`src/rtl/id_stage.sv`:
```
`default_nettype none
// ============================================================================
// Module   : id_stage
// Summary  : MIPS-subset decode stage. Latches the fetched instruction, decodes
//            it into ALU/memory controls, stalls on register hazards and
//            resolves branches/jumps. Define ID_BYPASS_EN to forward ES/MS
//            results instead of stalling (loads in ES still stall).
//            ds_alu_op: 0 ADD, 1 SUB, 2 AND, 3 OR, 4 XOR, 5 SLT, 6 SLTU, 7 SLL.
// Revision : 1.0  initial release
// ============================================================================
module id_stage #(
    parameter logic [31:0] RESET_PC = 32'hbfc00000
) (
    input  logic        clk,
    input  logic        rst,
    input  logic        fs_valid,
    input  logic [31:0] fs_pc,
    input  logic [31:0] inst_sram_rdata,
    output logic        ds_allowin,
    output logic [1:0]  br_jen,
    output logic [31:0] br_offset,
    output logic [4:0]  rf_raddr1,
    output logic [4:0]  rf_raddr2,
    input  logic [31:0] rf_rdata1,
    input  logic [31:0] rf_rdata2,
    input  logic        es_valid,
    input  logic [4:0]  es_dest,
    input  logic        es_is_load,
    input  logic [31:0] es_result,
    input  logic        ms_valid,
    input  logic [4:0]  ms_dest,
    input  logic [31:0] ms_result,
    input  logic        es_allowin,
    output logic        ds_to_es_valid,
    output logic [3:0]  ds_alu_op,
    output logic [31:0] ds_src1,
    output logic [31:0] ds_src2,
    output logic [4:0]  ds_dest,
    output logic        ds_mem_we,
    output logic        ds_mem_re,
    output logic [31:0] ds_st_data,
    output logic [31:0] ds_pc,
    output logic        ds_inst_invalid
);

    localparam logic [5:0] c_OP_SPECIAL = 6'h00;
    localparam logic [5:0] c_OP_J       = 6'h02;
    localparam logic [5:0] c_OP_JAL     = 6'h03;
    localparam logic [5:0] c_OP_BEQ     = 6'h04;
    localparam logic [5:0] c_OP_BNE     = 6'h05;
    localparam logic [5:0] c_OP_ADDIU   = 6'h09;
    localparam logic [5:0] c_OP_LUI     = 6'h0f;
    localparam logic [5:0] c_OP_LW      = 6'h23;
    localparam logic [5:0] c_OP_SW      = 6'h2b;

    localparam logic [5:0] c_FN_SLL     = 6'h00;
    localparam logic [5:0] c_FN_JR      = 6'h08;
    localparam logic [5:0] c_FN_ADDU    = 6'h21;
    localparam logic [5:0] c_FN_SUBU    = 6'h23;
    localparam logic [5:0] c_FN_AND     = 6'h24;
    localparam logic [5:0] c_FN_OR      = 6'h25;
    localparam logic [5:0] c_FN_XOR     = 6'h26;
    localparam logic [5:0] c_FN_SLT     = 6'h2a;
    localparam logic [5:0] c_FN_SLTU    = 6'h2b;

    localparam logic [3:0] c_ALU_ADD    = 4'd0;
    localparam logic [3:0] c_ALU_SUB    = 4'd1;
    localparam logic [3:0] c_ALU_AND    = 4'd2;
    localparam logic [3:0] c_ALU_OR     = 4'd3;
    localparam logic [3:0] c_ALU_XOR    = 4'd4;
    localparam logic [3:0] c_ALU_SLT    = 4'd5;
    localparam logic [3:0] c_ALU_SLTU   = 4'd6;
    localparam logic [3:0] c_ALU_SLL    = 4'd7;

    localparam logic [1:0] c_BR_NONE    = 2'b00;
    localparam logic [1:0] c_BR_REL     = 2'b01;
    localparam logic [1:0] c_BR_ABS     = 2'b10;
    localparam logic [1:0] c_BR_REG     = 2'b11;

    logic        r_ds_valid;
    logic [31:0] r_ds_pc;
    logic [31:0] r_ds_inst;

    logic [5:0]  w_op;
    logic [5:0]  w_funct;
    logic [4:0]  w_rs;
    logic [4:0]  w_rt;
    logic [4:0]  w_rd;
    logic [4:0]  w_sa;
    logic [15:0] w_imm;
    logic [25:0] w_target;
    logic [31:0] w_simm;

    logic        w_rs_es_hit;
    logic        w_rs_ms_hit;
    logic        w_rt_es_hit;
    logic        w_rt_ms_hit;
    logic [31:0] w_rs_val;
    logic [31:0] w_rt_val;
    logic        w_hazard;
    logic        w_ready_go;
    logic        w_fire;

    logic [3:0]  w_alu_op;
    logic [31:0] w_src1;
    logic [31:0] w_src2;
    logic [4:0]  w_dest;
    logic        w_mem_we;
    logic        w_mem_re;
    logic        w_invalid;
    logic        w_use_rs;
    logic        w_use_rt;
    logic        w_is_beq;
    logic        w_is_bne;
    logic        w_is_j;
    logic        w_is_jr;

    logic [3:0]  w_pc4_hi;
    logic [27:0] w_unused_pc4_lo;

    always_ff @(posedge clk or posedge rst) begin
        if (rst) begin
            r_ds_valid <= 1'b0;
            r_ds_pc    <= RESET_PC;
            r_ds_inst  <= 32'd0;
        end else if (ds_allowin) begin
            r_ds_valid <= fs_valid;
            if (fs_valid) begin
                r_ds_pc   <= fs_pc;
                r_ds_inst <= inst_sram_rdata;
            end
        end
    end

    assign w_op     = r_ds_inst[31:26];
    assign w_rs     = r_ds_inst[25:21];
    assign w_rt     = r_ds_inst[20:16];
    assign w_rd     = r_ds_inst[15:11];
    assign w_sa     = r_ds_inst[10:6];
    assign w_funct  = r_ds_inst[5:0];
    assign w_imm    = r_ds_inst[15:0];
    assign w_target = r_ds_inst[25:0];
    assign w_simm   = {{16{w_imm[15]}}, w_imm};

    assign rf_raddr1 = w_rs;
    assign rf_raddr2 = w_rt;

    // Producer matches ignore whether the operand is used; the hazard term gates that.
    assign w_rs_es_hit = (w_rs != 5'd0) && es_valid && (es_dest == w_rs);
    assign w_rs_ms_hit = (w_rs != 5'd0) && ms_valid && (ms_dest == w_rs);
    assign w_rt_es_hit = (w_rt != 5'd0) && es_valid && (es_dest == w_rt);
    assign w_rt_ms_hit = (w_rt != 5'd0) && ms_valid && (ms_dest == w_rt);

`ifdef ID_BYPASS_EN
    assign w_rs_val = (w_rs == 5'd0) ? 32'd0 :
                      w_rs_es_hit    ? es_result :
                      w_rs_ms_hit    ? ms_result : rf_rdata1;
    assign w_rt_val = (w_rt == 5'd0) ? 32'd0 :
                      w_rt_es_hit    ? es_result :
                      w_rt_ms_hit    ? ms_result : rf_rdata2;
    assign w_hazard = r_ds_valid && es_is_load &&
                      ((w_use_rs && w_rs_es_hit) || (w_use_rt && w_rt_es_hit));
`else
    logic w_unused_fwd;
    assign w_unused_fwd = ^{es_is_load, es_result, ms_result};
    assign w_rs_val = (w_rs == 5'd0) ? 32'd0 : rf_rdata1;
    assign w_rt_val = (w_rt == 5'd0) ? 32'd0 : rf_rdata2;
    assign w_hazard = r_ds_valid &&
                      ((w_use_rs && (w_rs_es_hit || w_rs_ms_hit)) ||
                       (w_use_rt && (w_rt_es_hit || w_rt_ms_hit)));
`endif

    always_comb begin
        w_alu_op  = c_ALU_ADD;
        w_src1    = w_rs_val;
        w_src2    = w_rt_val;
        w_dest    = 5'd0;
        w_mem_we  = 1'b0;
        w_mem_re  = 1'b0;
        w_invalid = 1'b0;
        w_use_rs  = 1'b0;
        w_use_rt  = 1'b0;
        w_is_beq  = 1'b0;
        w_is_bne  = 1'b0;
        w_is_j    = 1'b0;
        w_is_jr   = 1'b0;
        case (w_op)
            c_OP_SPECIAL: begin
                w_dest   = w_rd;
                w_use_rs = 1'b1;
                w_use_rt = 1'b1;
                case (w_funct)
                    c_FN_ADDU: w_alu_op = c_ALU_ADD;
                    c_FN_SUBU: w_alu_op = c_ALU_SUB;
                    c_FN_AND:  w_alu_op = c_ALU_AND;
                    c_FN_OR:   w_alu_op = c_ALU_OR;
                    c_FN_XOR:  w_alu_op = c_ALU_XOR;
                    c_FN_SLT:  w_alu_op = c_ALU_SLT;
                    c_FN_SLTU: w_alu_op = c_ALU_SLTU;
                    c_FN_SLL: begin
                        w_alu_op = c_ALU_SLL;
                        w_src1   = {27'd0, w_sa};
                        w_use_rs = 1'b0;
                    end
                    c_FN_JR: begin
                        w_dest   = 5'd0;
                        w_use_rt = 1'b0;
                        w_is_jr  = 1'b1;
                    end
                    default: begin
                        w_invalid = 1'b1;
                        w_dest    = 5'd0;
                        w_use_rs  = 1'b0;
                        w_use_rt  = 1'b0;
                    end
                endcase
            end
            c_OP_ADDIU: begin
                w_dest   = w_rt;
                w_use_rs = 1'b1;
                w_src2   = w_simm;
            end
            c_OP_LUI: begin
                w_dest = w_rt;
                w_src1 = 32'd0;
                w_src2 = {w_imm, 16'h0000};
            end
            c_OP_LW: begin
                w_dest   = w_rt;
                w_use_rs = 1'b1;
                w_src2   = w_simm;
                w_mem_re = 1'b1;
            end
            c_OP_SW: begin
                w_use_rs = 1'b1;
                w_use_rt = 1'b1;
                w_src2   = w_simm;
                w_mem_we = 1'b1;
            end
            c_OP_BEQ: begin
                w_use_rs = 1'b1;
                w_use_rt = 1'b1;
                w_is_beq = 1'b1;
            end
            c_OP_BNE: begin
                w_use_rs = 1'b1;
                w_use_rt = 1'b1;
                w_is_bne = 1'b1;
            end
            c_OP_J: w_is_j = 1'b1;
            c_OP_JAL: begin
                w_is_j = 1'b1;
                w_dest = 5'd31;
                w_src1 = r_ds_pc + 32'd8;
                w_src2 = 32'd0;
            end
            default: w_invalid = 1'b1;
        endcase
    end

    assign w_ready_go     = !w_hazard;
    assign ds_allowin     = !r_ds_valid || (w_ready_go && es_allowin);
    assign ds_to_es_valid = r_ds_valid && w_ready_go;
    assign w_fire         = ds_to_es_valid && es_allowin;

    assign {w_pc4_hi, w_unused_pc4_lo} = r_ds_pc + 32'd4;

    // Redirect is only issued in the cycle the branch hands off to execute.
    always_comb begin
        br_jen    = c_BR_NONE;
        br_offset = 32'd0;
        if (w_fire) begin
            if ((w_is_beq && (w_rs_val == w_rt_val)) ||
                (w_is_bne && (w_rs_val != w_rt_val))) begin
                br_jen    = c_BR_REL;
                br_offset = {w_simm[29:0], 2'b00};
            end else if (w_is_j) begin
                br_jen    = c_BR_ABS;
                br_offset = {w_pc4_hi, w_target, 2'b00};
            end else if (w_is_jr) begin
                br_jen    = c_BR_REG;
                br_offset = w_rs_val;
            end
        end
    end

    assign ds_alu_op       = w_alu_op;
    assign ds_src1         = w_src1;
    assign ds_src2         = w_src2;
    assign ds_dest         = w_dest;
    assign ds_mem_we       = w_mem_we;
    assign ds_mem_re       = w_mem_re;
    assign ds_st_data      = w_rt_val;
    assign ds_pc           = r_ds_pc;
    assign ds_inst_invalid = w_invalid;

endmodule

`default_nettype wire

```
`config.mk`:
```
export PLATFORM = sky130hd
export DESIGN_NAME = id_stage
export DESIGN_NICKNAME = d
export VERILOG_FILES = /design/src/rtl/id_stage.sv
export SDC_FILE = /design/constraint.sdc
export NUM_CORES = 1
export LEC_CHECK = 0
export BUFFER_PORTS_ARGS = -buffer_cell sky130_fd_sc_hd__buf_2
export CORE_AREA = 2 2 153 155
export CTS_BUF_LIST = sky130_fd_sc_hd__clkbuf_4
export DETAILED_ROUTE_END_ITERATION = 6
export DIE_AREA = 0 0 155 157
export PLACE_DENSITY = 0.53
export SLEW_MARGIN = 0
export SYNTH_ARGS = -nofsm -noshare
export SYNTH_HDL_FRONTEND = slang
export SYNTH_SLANG_ARGS = --single-unit
```
`constraint.sdc`:
```
create_clock -name clk -period 4.31 [get_ports clk]
set_clock_uncertainty 0.05 [all_clocks]
set_input_delay 1.0775 -clock clk [delete_from_list [all_inputs] [get_ports clk]]
set_output_delay 1.0775 -clock clk [all_outputs]
set_load 0.05 [all_outputs]
```
; ---- Word level (Yosys, flattened, before mapping)
; Cells that the tools add are included.
[totals]
input_bits = 209
out_inout_bits = 186
word_cells = 96
ff_bits = 65
[op_classes]
n_mux = 30
n_addsub = 2
reduce_logical = 39
eq_ne = 22
[op_table]
columns = cell, n
row1 = two-way mux 32 bit, 7
row2 = one-hot mux 32 bit (3 select lines), 2
row3 = == test 6 bit (second input constant), 9
row4 = adder 32 x 3 -> 32 bit (second input constant), 1
row5 = adder 32 x 4 -> 32 bit (second input constant), 1
row6 = == test 32 bit, 1
row7 = != test 32 bit, 1
row8 = OR reduction 8 bit, 3
row9 = one-hot mux 3 bit (7 select lines), 1
row10 = == test 5 bit, 4
row11 = == test 6 x 4 -> 1 bit (second input constant), 3
row12 = logical AND 1 bit, 16
row13 = one-hot mux 5 bit (3 select lines), 1
row14 = == test 6 x 2 -> 1 bit (second input constant), 2
row15 = == test 6 x 3 -> 1 bit (second input constant), 2
row16 = logical NOT 6 bit, 2
row17 = logical NOT 5 bit, 2
row18 = two-way mux 1 bit, 10
row19 = nonzero test 5 bit, 2
row20 = OR reduction 3 bit, 3
row21 = OR reduction 9 bit, 1
row22 = two-way mux 2 bit, 4
row23 = one-hot mux 1 bit (2 select lines), 3
row24 = logical OR 1 bit, 5
row25 = other kinds (6), 7

; ---- Longest topological paths before layout
; Gate-level depths: netlist (run 1).
[logic_depth]
depth_word = 11
mapped_depth = 12
depth_no_buf = 8

; ---- Worst setup path before layout (run 1)
; Ideal clock, no wire load.
[synth_path]
path_kind = register to output
from = register r_ds_inst[17]
to = output br_offset[18]
arrival_time_ps = 3582
path_buffers = 1
path_slack_ps = -399
path_stages_with_launch = 9
required_ps = 3183
cell_sequence = dfrtp_1 -> or4_1 -> buf_6 -> or2_4 -> o211a_1 -> a211oi_2 -> nand2_1 -> o21bai_4 -> a21oi_1
[synth_via]
elab_chain_cells = 11
elab_cells_between_ends = 23
cone_classes = 4 x eq/ne / 3 x mux / 16 x reduce/logical
[synth_rtl]
columns = element, line_no
row1 = "start, declared", 82  ; logic [31:0] r_ds_inst;
row2 = "start signal, assigned", 130  ; r_ds_inst <= inst_sram_rdata;
row3 = nonzero test 5 bit, "151, 152"
row4 = logical AND 1 bit (on tied branches) (2 in series), "151, 152"
row5 = logical OR 1 bit *, 170  ; (w_use_rt && (w_rt_es_hit || w_rt_ms_hit)));
row6 = logical AND 1 bit *, 170
row7 = logical OR 1 bit *, 169  ; ((w_use_rs && (w_rs_es_hit || w_rs_ms_hit)) ||
row8 = logical AND 1 bit *, 168  ; assign w_hazard = r_ds_valid &&
row9 = logical NOT 1 bit *, 261  ; assign w_ready_go = !w_hazard;
row10 = logical AND 1 bit *, 263  ; assign ds_to_es_valid = r_ds_valid && w_ready_go;
row11 = net ds_to_es_valid, 34  ; output logic ds_to_es_valid,
row12 = logical AND 1 bit *, 264  ; assign w_fire = ds_to_es_valid && es_allowin;
row13 = two-way mux 32 bit *, 272  ; if (w_fire) begin
row14 = "end, declared", 21  ; output logic [31:0] br_offset,
; Mark *: on every way through the listed nets, which the timed path passes. The rest lies on a longest branch.

; ---- Final worst setup path (run 1)
[layout_path]
from = register r_ds_inst[22]
to = output br_offset[19]
[layout_via]
elab_chain_cells = 11
elab_cells_between_ends = 25
cone_classes = 4 x eq/ne / 5 x mux / 16 x reduce/logical
[layout_rtl]
columns = element, line_no
row1 = "parallel branches: the longest is 10 deep, another holds two-way mux 32 bit", -
row2 = two-way mux 32 bit *, 272
; Mark *: on every way between the ends.

==> results_dict.tcl, run 1 <==
set metrics [dict create \
    path_buf_inv 5 \
    max-cap-violations 0 \
    relSlewSlack 0.422 \
    die_h_um 157 \
    final-max-slew-violation-count 0 \
    cp_slowest_cell "or4_4" \
    endpoint_kind "output port" \
    synth_seq_cells 65 \
    cts-hold-fix-buffers 0 \
    synthArstFlopShare 1.00 \
    synth_nets 901 \
    num-nets-final 1303 \
    regToRegSetupSlack_ns 0.90 \
    grt_max_degree 66 \
    hold_viol_final 0 \
    cts-root-buf "clkbuf_4" \
    layout-drive-gt1-share 0.526 \
    wl_per_cell_um 23.6 \
    synth_ff_type "dfrtp_1" \
    ys_seq_area_frac 0.265 \
    gr-total-overflow 0 \
    clock_sinks 65 \
    yosys-top-cells-area "dfrtp_1, mux2_1, xor2_1" \
    required_ns 3.18 \
    die-area_um2 24300 \
    synth_cell_types 64 \
    cts_buffers 9 \
    max_freq_mhz 214 \
    antenna_left 0 \
    violations "setup timing" \
    ir_worst_vdd_v 0.000235 \
    fin_hold_ws_ns 0.524 \
    critPathMaxStageDelay_ns 0.56 \
    numPortBuffers 328 \
    vias_per_cell 5.40 \
    synth_edf_count 0 \
    dr_total_vias 7473 \
    crit_top_cell "buf_12" \
    path_clk_slew_ns 0.14 \
    power_density_nw_per_um2 334 \
    preCtsSetupSlack_ns -0.332 \
    insertion_delay_ns 0.48 \
    die_w_um 155 \
    hp-class "flip-flop to flip-flop" \
    critPathTopFamily "simple AND/OR/NAND/NOR gates" \
    worst_pin_slew_ns 0.867 \
    mostFrequentLayoutCells "buf_2, buf_4, nand2_1" \
    cp.arrival_ns 3.54 \
    yosys.area.top_type "dfrtp_1" \
    synth_top_area_frac 0.227 \
    synth-warning-count 0 \
    worstSetupPathType "flip-flop to output port" \
    syn2layout_area_growth_pct 57.8 \
    grt_first_pass_wirelength_um 47000 \
    post-route-period-util 1.08 \
    dr.pass1.iters 5 \
    globalplace.congestion 0.881 \
    synth_cells 691 \
    final_common_cell "buf_2" \
    cp-start-kind "flip-flop" \
    postLayoutCoreUtil 0.433 \
    htreeDepth 3 \
    crit_fanout 16 \
    status "finished with violations" \
    antenna_found_initial 4 \
    period_needed_ns 4.67 \
    grtUsageTotal 0.262 \
    drt_iter0_drc 432 \
    drc 0 \
    finalSetupViolations 31 \
    initial_core_util 0.274 \
    drt-total-wl_um 32700 \
    syn-cell-area_um2 6170 \
    coreArea_um2 22500 \
    fill_cells 2329 \
    rsz0062_at_grt "yes" \
    cts_tree "built" \
    avgSynthCellArea_um2 8.93 \
    fin_ws_ns -0.355 \
    boundaryPins 395 \
    num_rows 55 \
    place_hpwl_um 26000 \
    crit_chain "or4_4 > buf_12 > or2_4 > buf_12 > a32oi_2 > nor4_2 > buf_4 > nand4_4 > mux2i_4 > o21bai_4 > buf_12 > a21oi_4 > buf_12" \
    cts_buffer_depth 2 \
    power_leakage_nw 4.43 \
    grt_pass1_vias 7209 \
]
sequential cells by signal (all words and copies together), names as in the netlist:
signal / count
r_ds_inst: 32
r_ds_valid: 1
ds_pc: 32
power by group:
group	total [mW]	switching, mW	internal, mW
Combinational	1.79	1.21	0.573
Sequential	0.884	0.171	0.713
Clock	0.581	0.288	0.293
cells by family after synthesis:
family	count (synthesis)	synth area share
other cells	1	0.000608
fa+ha+maj	1	0.00203
xor+xnor	70	0.0994
mux	66	0.122
buf+inv	76	0.0706
simple gates	210	0.189
flops	65	0.265
compound gates	202	0.251
worst paths after layout:
check | cells after the start | end | start
setup / recovery | 13 | br_offset[19] | r_ds_inst[22]
hold / removal | 1 | ds_pc[7] | ds_pc[7]
setup reg to reg | 10 | r_ds_inst[22] | r_ds_inst[17]
hold reg to reg | 1 | ds_pc[7] | ds_pc[7]
max in group asynchronous | 3 | ds_pc[9] | rst
min in group asynchronous | 3 | ds_pc[2] | rst
metal layers:
layer	vias to the layer above	global-route usage	wire (um)	share of wire
li1	3412	-	-	-
met3	56	0.0732	2880	0.088
met5	-	0	26	0.00080
met4	4	0.0802	920	0.028
met1	3647	0.333	13600	0.42
met2	354	0.431	15300	0.47
through the flow:
| step | power (mW) | cells | setup TNS [ns] | instance area (um2) |
|---|---|---|---|---|
| final | 3.25 | 1384 | -10.17 | 9740 |
| after global placement | 2.61 | 1358 | -10.32 | 8990 |
| after floorplan | 2.02 | 691 | -0.155 | 6200 |
| after CTS | 3.25 | 1381 | -10.23 | 9620 |
| after detailed placement | 2.61 | 1358 | -8.89 | 8990 |
| after global routing | 3.39 | 1384 | -13.07 | 9740 |
cells in the mapped netlist, types with 10 or more instances:
| cell type | count |
|---|---|
| dfrtp_1 | 56 |
| nand2_1 | 56 |
| mux2_1 | 42 |
| o22ai_1 | 41 |
| and2_1 | 40 |
| xor2_1 | 38 |
| o21ai_0 | 33 |
| xnor2_1 | 32 |
| clkbuf_1 | 27 |
| a22o_1 | 25 |
| mux2_2 | 23 |
| a221o_1 | 21 |
| nor2_1 | 21 |
| nand3_1 | 19 |
| a32oi_1 | 15 |
| a22oi_1 | 14 |
| buf_2 | 14 |
| a21oi_1 | 12 |
| buf_4 | 12 |
| and3_1 | 11 |
| nand3b_1 | 11 |
| a21oi_2 | 10 |
| inv_1 | 10 |
| nor4_1 | 10 |
timing repair:
action	CTS	global route
setup endpoints to repair	34	35
setup buffers	5	2
gates cloned	2	0
resized for setup	78	18
pin swaps	6	6
layout make-up:
| cell class | instances | area, um2 | area share |
|---|---|---|---|
| Multi-Input combinational cell | 552 | 4490 | 0.461 |
| Sequential cell | 65 | 1640 | 0.168 |
| Clock inverter | 7 | 118 | 0.0121 |
| Tap cell | 285 | 357 | 0.0366 |
| Clock buffer | 9 | 67.6 | 0.00694 |
| Antenna cell | 1 | 2.50 | 0.000257 |
| Inverter | 10 | 37.5 | 0.00386 |
| Timing Repair Buffer | 455 | 3030 | 0.311 |
Note: power is estimated with default switching activity, not from simulation.
==> inputs of run 2 (changes only) <==
--- a/config.mk
+++ b/config.mk
@@ -5,12 +5,12 @@
 export SDC_FILE = /design/constraint.sdc
 export NUM_CORES = 1
 export LEC_CHECK = 0
-export BUFFER_PORTS_ARGS = -buffer_cell sky130_fd_sc_hd__buf_2
 export CORE_AREA = 2 2 153 155
 export CTS_BUF_LIST = sky130_fd_sc_hd__clkbuf_4
 export DETAILED_ROUTE_END_ITERATION = 6
 export DIE_AREA = 0 0 155 157
-export PLACE_DENSITY = 0.53
+export DONT_BUFFER_PORTS = 1
+export PLACE_DENSITY = 0.38
 export SLEW_MARGIN = 0
 export SYNTH_ARGS = -nofsm -noshare
 export SYNTH_HDL_FRONTEND = slang
==> run 2 against run 1 <==
The flow still finishes with violations (setup timing). Maximum frequency decreased by 0.64%. Register-to-register slack got worse by 0.48 ns. Utilization decreased by 1.3 points. Worst setup slack got worse by 0.030 ns. First-iteration DRC count increased by 15%. Via count decreased by 13%. Non-clock buffer count decreased by 270. Sequential power increased by 4.6%.
==> results_dict.tcl, run 2 (synthesis results as in run 1) <==
set metrics [dict create \
    finalSetupViolations 33 \
    power_density_nw_per_um2 347 \
    cts_buffer_depth 2 \
    regToRegSetupSlack_ns 0.42 \
    critPathLaunch "r_ds_inst[22]" \
    fin_cells 1116 \
    setup_tns_ns -10.88 \
    stdcell_area_um2 9440 \
    cp.depth 12 \
    period_needed_ns 4.70 \
    wl_per_cell_um 29.0 \
    numPortBuffers 0 \
    htreeDepth 3 \
    fin_hold_ws_ns 0.562 \
    layout-drive-gt1-share 0.382 \
    clock_sinks 65 \
    num-nets-final 1034 \
    die_h_um 157 \
    dp.cells 1083 \
    cp_slowest_cell "or4_4" \
    worst_pin_slew_ns 0.928 \
    dr.max_layer_used "met4" \
    worstSetupPathType "flip-flop to output port" \
    num_rows 55 \
    antenna_found_initial 2 \
    final_common_cell "buf_12" \
    cts-root-buf "clkbuf_4" \
    coreArea_um2 22500 \
    crit_fanout 17 \
    drt_iter0_drc 497 \
    die_w_um 155 \
    preCtsSetupSlack_ns -0.151 \
    grt_max_degree 65 \
    rsz0062_at_grt "yes" \
    crit_top_cell "buf_12" \
    initial_core_util 0.274 \
    placed_area_um2 8520 \
    ir_worst_vdd_v 0.000207 \
    dr.pass1.iters 5 \
    endpoint_kind "output port" \
    endpoint "br_offset[7]" \
    grt_first_pass_wirelength_um 45100 \
    insertion_delay_ns 0.46 \
    status "finished with violations" \
    grt_pass1_vias 6665 \
    max_freq_mhz 213 \
    cts-hold-fix-buffers 0 \
    die-area_um2 24300 \
    crit_chain "or4_4 > buf_12 > or2_4 > buf_4 > a32oi_2 > nor4_4 > nand4_4 > xor2_2 > o22ai_4 > clkbuf_16 > a22o_2 > buf_12" \
    power_leakage_nw 3.72 \
    required_ns 3.18 \
    post-route-period-util 1.09 \
    wl_met3_um 3060 \
    cts_tree "built" \
    path_clk_slew_ns 0.14 \
    hold_viol_final 0 \
    globalplace.congestion 0.881 \
    r2r_cells 9 \
    antenna_left 0 \
    mostFrequentLayoutCells "buf_12, buf_4, dfrtp_1" \
    critPathMaxStageDelay_ns 0.58 \
    path_buf_inv 4 \
    fin_ws_ns -0.386 \
    wirelength_met1_um 12800 \
    relSlewSlack 0.381 \
    cts_buffers 9 \
    violations "setup timing" \
    max-cap-violations 0 \
    rr_endpoint "r_ds_inst[10]" \
    hp-class "flip-flop to flip-flop" \
    vias_per_cell 5.84 \
    boundaryPins 395 \
    drc 0 \
    syn2layout_area_growth_pct 53.0 \
    cp.arrival_ns 3.57 \
    final-max-slew-violation-count 0 \
    gr-total-overflow 0 \
    grtUsageTotal 0.255 \
    place_hpwl_um 24800 \
    cp-start-kind "flip-flop" \
    drt-total-wl_um 32300 \
    dr_wl_met2_um 15400 \
    dr_total_vias 6520 \
    r2r_start "r_ds_inst[19]" \
    critPathTopFamily "simple AND/OR/NAND/NOR gates" \
]
run 2: cell types whose count changed in the layout (fill, tap and decap cells not counted), moves of 12 or more:
cell,delta
buf_12,+66
buf_2,-294
buf_4,-32
buf_6,-12
o21ai_0,-26
o21ai_1,+26
run 2: area by class of cell:
| type | count | area [um2] |
|---|---|---|
| Sequential cell | 65 | 1640 |
| Fill cell | 2187 | 13100 |
| Clock buffer | 9 | 67.6 |
| Tap cell | 285 | 357 |
| Antenna cell | 2 | 5.00 |
| Inverter | 10 | 37.5 |
| Timing Repair Buffer | 185 | 2600 |
| Clock inverter | 7 | 101 |
| Multi-Input combinational cell | 553 | 4640 |
run 2: worst min-delay path by stage:
stage | startpoint | end | slack, ns | cells past startpoint
3_5_place_dp | r_ds_inst[30] | r_ds_inst[30] | 0.54 | 1
5_1_grt | r_ds_inst[30] | r_ds_inst[30] | 0.61 | 1
2_1_floorplan | r_ds_inst[8] | r_ds_inst[8] | 0.48 | 1
3_3_place_gp | r_ds_inst[30] | r_ds_inst[30] | 0.54 | 1
4_1_cts | r_ds_inst[30] | r_ds_inst[30] | 0.57 | 1
6_report | r_ds_inst[30] | r_ds_inst[30] | 0.56 | 1
run 2: report_power, final:
group	switching, mW	leakage (nW)	internal (mW)
clock	0.294	0.0889	0.242
combinational	1.12	2.88	0.688
sequential	0.212	0.749	0.713
run 2: routing by layer:
metal,vias to the layer above,global-route usage
met4,0,0.0939
met2,387,0.425
met1,3197,0.313
met3,57,0.0749
li1,2879,-
met5,-,0
run 2: through the flow:
stage,util,power [mW]
floorplan,-,2.02
global placement,0.379,2.64
detailed placement,0.379,2.65
CTS,0.407,3.26
global route,0.420,3.41
finish,0.420,3.27
run 2: repair_timing:
action,in CTS,in global routing
gates resized for setup,59,30
endpoints found under the setup margin,34,34
pin swaps,17,14
gates cloned,4,3
setup buffers,8,0
==> inputs of run 3 (changes only) <==
--- a/config.mk
+++ b/config.mk
@@ -6,7 +6,7 @@
 export NUM_CORES = 1
 export LEC_CHECK = 0
 export CORE_AREA = 2 2 153 155
-export CTS_BUF_LIST = sky130_fd_sc_hd__clkbuf_4
+export CTS_BUF_LIST = sky130_fd_sc_hd__clkbuf_16
 export DETAILED_ROUTE_END_ITERATION = 6
 export DIE_AREA = 0 0 155 157
 export DONT_BUFFER_PORTS = 1
==> constraint.sdc (replaced) <==
create_clock -name clk -period 4.6 [get_ports clk]
set_clock_uncertainty 0.05 [all_clocks]
set_input_delay 1.15 -clock clk [delete_from_list [all_inputs] [get_ports clk]]
set_output_delay 1.15 -clock clk [all_outputs]
set_load 0.05 [all_outputs]
==> run 3 against run 2 <==
Die area did not move. Total power shrank 6.0%. Critical path type unchanged. First-iteration DRC count fell by 4.4%. Critical path depth decreased by 1. Largest cell class unchanged. Global-route usage is 0.93 points lower. Design area decreased by 11%. The flow still finishes with violations (setup timing). Worst setup slack gained 0.35 ns. Clock power rose by 38%. Sequential power fell by 3.2%. Sequential cell count did not move.
==> results_dict.tcl, run 3 (synthesis results as in run 1) <==
set metrics [dict create \
    grt_pass1_vias 6412 \
    hp-class "flip-flop to flip-flop" \
    initial_core_util 0.274 \
    r2r_start "r_ds_inst[19]" \
    final_common_cell "buf_4" \
    holdPathEnd "r_ds_inst[30]" \
    critPathTopFamily "simple AND/OR/NAND/NOR gates" \
    hold_viol_final 0 \
    num-nets-final 1004 \
    cp-start-kind "flip-flop" \
    clock_sinks 65 \
    crit_top_cell "clkbuf_16" \
    insertion_delay_ns 0.34 \
    violations "setup timing" \
    stdcell_area_um2 8430 \
    boundaryPins 395 \
    power_density_nw_per_um2 365 \
    finalSetupViolations 15 \
    path_buf_inv 3 \
    crit_fanout 8 \
    worstSetupPathType "flip-flop to output port" \
    numPortBuffers 0 \
    dr_total_vias 6401 \
    fin_hold_ws_ns 0.552 \
    path_clk_slew_ns 0.07 \
    total_power_mw 3.08 \
    die_h_um 157 \
    die-area_um2 24300 \
    htreeDepth 3 \
    hold_depth 1 \
    fin_ws_ns -0.0322 \
    setup_tns_ns -0.327 \
    num_rows 55 \
    endpoint_kind "output port" \
    drt_iter0_drc 475 \
    rr_endpoint "r_ds_inst[10]" \
    grt_max_degree 65 \
    wl_per_cell_um 29.1 \
    drc 0 \
    coreArea_um2 22500 \
    dp.cells 1060 \
    layout-drive-gt1-share 0.349 \
    syn2layout_area_growth_pct 36.6 \
    grt_first_pass_wirelength_um 43900 \
    cts_buffers 9 \
    critPathMaxStageDelay_ns 0.63 \
    regToRegSetupSlack_ns 0.76 \
    period_needed_ns 4.63 \
    post-route-period-util 1.01 \
    ir_worst_vdd_v 0.000208 \
    cts_tree "built" \
    cts-root-buf "clkbuf_16" \
    dr.pass1.iters 5 \
    cp.depth 11 \
    worst_pin_slew_ns 0.933 \
    placed_area_um2 7650 \
    postLayoutCoreUtil 0.375 \
    die_w_um 155 \
    cts_buffer_depth 2 \
    drt-total-wl_um 31600 \
    power_leakage_nw 3.34 \
    globalplace.congestion 0.904 \
    rsz0062_at_grt "yes" \
    cp.arrival_ns 3.43 \
    place_hpwl_um 24200 \
    r2r_cells 8 \
    max_freq_mhz 216 \
    fin_cells 1086 \
    status "finished with violations" \
    antenna_found_initial 2 \
    final-max-slew-violation-count 0 \
    crit_chain "or4_4 > clkbuf_16 > o22ai_2 > a32oi_1 > nor4_2 > nand4_4 > xor2_2 > o22ai_4 > clkbuf_16 > a22o_4 > buf_12" \
    hp-start "r_ds_inst[30]" \
    grtUsageTotal 0.246 \
    relSlewSlack 0.378 \
    cp_slowest_cell "or4_4" \
    max-cap-violations 0 \
    fill_cells 2290 \
    required_ns 3.40 \
    vias_per_cell 5.89 \
    antenna_left 0 \
    gr-total-overflow 0 \
    preCtsSetupSlack_ns -0.165 \
    mostFrequentLayoutCells "buf_4, dfrtp_1, nand2_1" \
]
[run 3: cell types whose count changed in the layout (fill, tap and decap cells not counted), moves of 5 or more]
| cell | change |
|---|---|
| buf_6 | -5 |
| buf_4 | +36 |
| a22o_1 | +6 |
| clkbuf_4 | -9 |
| buf_12 | -56 |
| a21oi_4 | -15 |
| clkbuf_16 | +8 |
| a21oi_2 | +11 |
[run 3: power breakdown]
group	leakage (nW)	switching (mW)	total (mW)	internal, mW
combinational	2.44	0.977	1.44	0.467
sequential	0.749	0.226	0.895	0.668
clock	0.146	0.312	0.737	0.425
[run 3: worst register-to-register path, stage by stage (launching register included)]
cell and delay, ns:
dfrtp_1 0.37, or4_4 0.63, buf_4 0.19, or2_4 0.33, o211a_1 0.20, a21oi_1 0.15, a21o_1 0.47, and2_4 0.85
mux2_2 0.47
[run 3: area by class of cell]
class,instances,area (um2),share of cell area
Clock buffer,9,225,0.0267
Timing Repair Buffer,156,1600,0.190
Multi-Input combinational cell,552,4490,0.533
Clock inverter,7,77.6,0.00920
Tap cell,285,357,0.0423
Antenna cell,2,5.00,0.000594
Sequential cell,65,1640,0.194
Inverter,10,37.5,0.00445
[run 3: worst max path at each step]
stage                  startpoint             to  slack [ns]
global placement     rf_rdata2[2]  br_offset[19]       -0.02
detailed placement  rf_rdata1[19]  br_offset[19]       -0.17
CTS                 r_ds_inst[20]   br_offset[2]       -0.04
floorplan              ms_dest[4]  br_offset[18]        0.03
global route        r_ds_inst[19]   br_offset[9]       -0.14
finish              r_ds_inst[19]   br_offset[5]       -0.03
[run 3: per-layer routing]
metal | routed length [um] | vias to the layer above | GRT usage
met5 | 0 | - | 0
met4 | 737 | 0 | 0.0657
met3 | 3020 | 40 | 0.0793
met2 | 15400 | 347 | 0.416
met1 | 12500 | 3194 | 0.302
li1 | - | 2820 | -
[run 3: what timing repair did]
action | 4_1_cts | 5_1_grt
gates resized for setup | 16 | 42
endpoints found under the setup margin | 31 | 31
hold buffers | 0 | 0
buffers inserted | 3 | 1
cloned | 0 | 4
pin swaps | 7 | 25
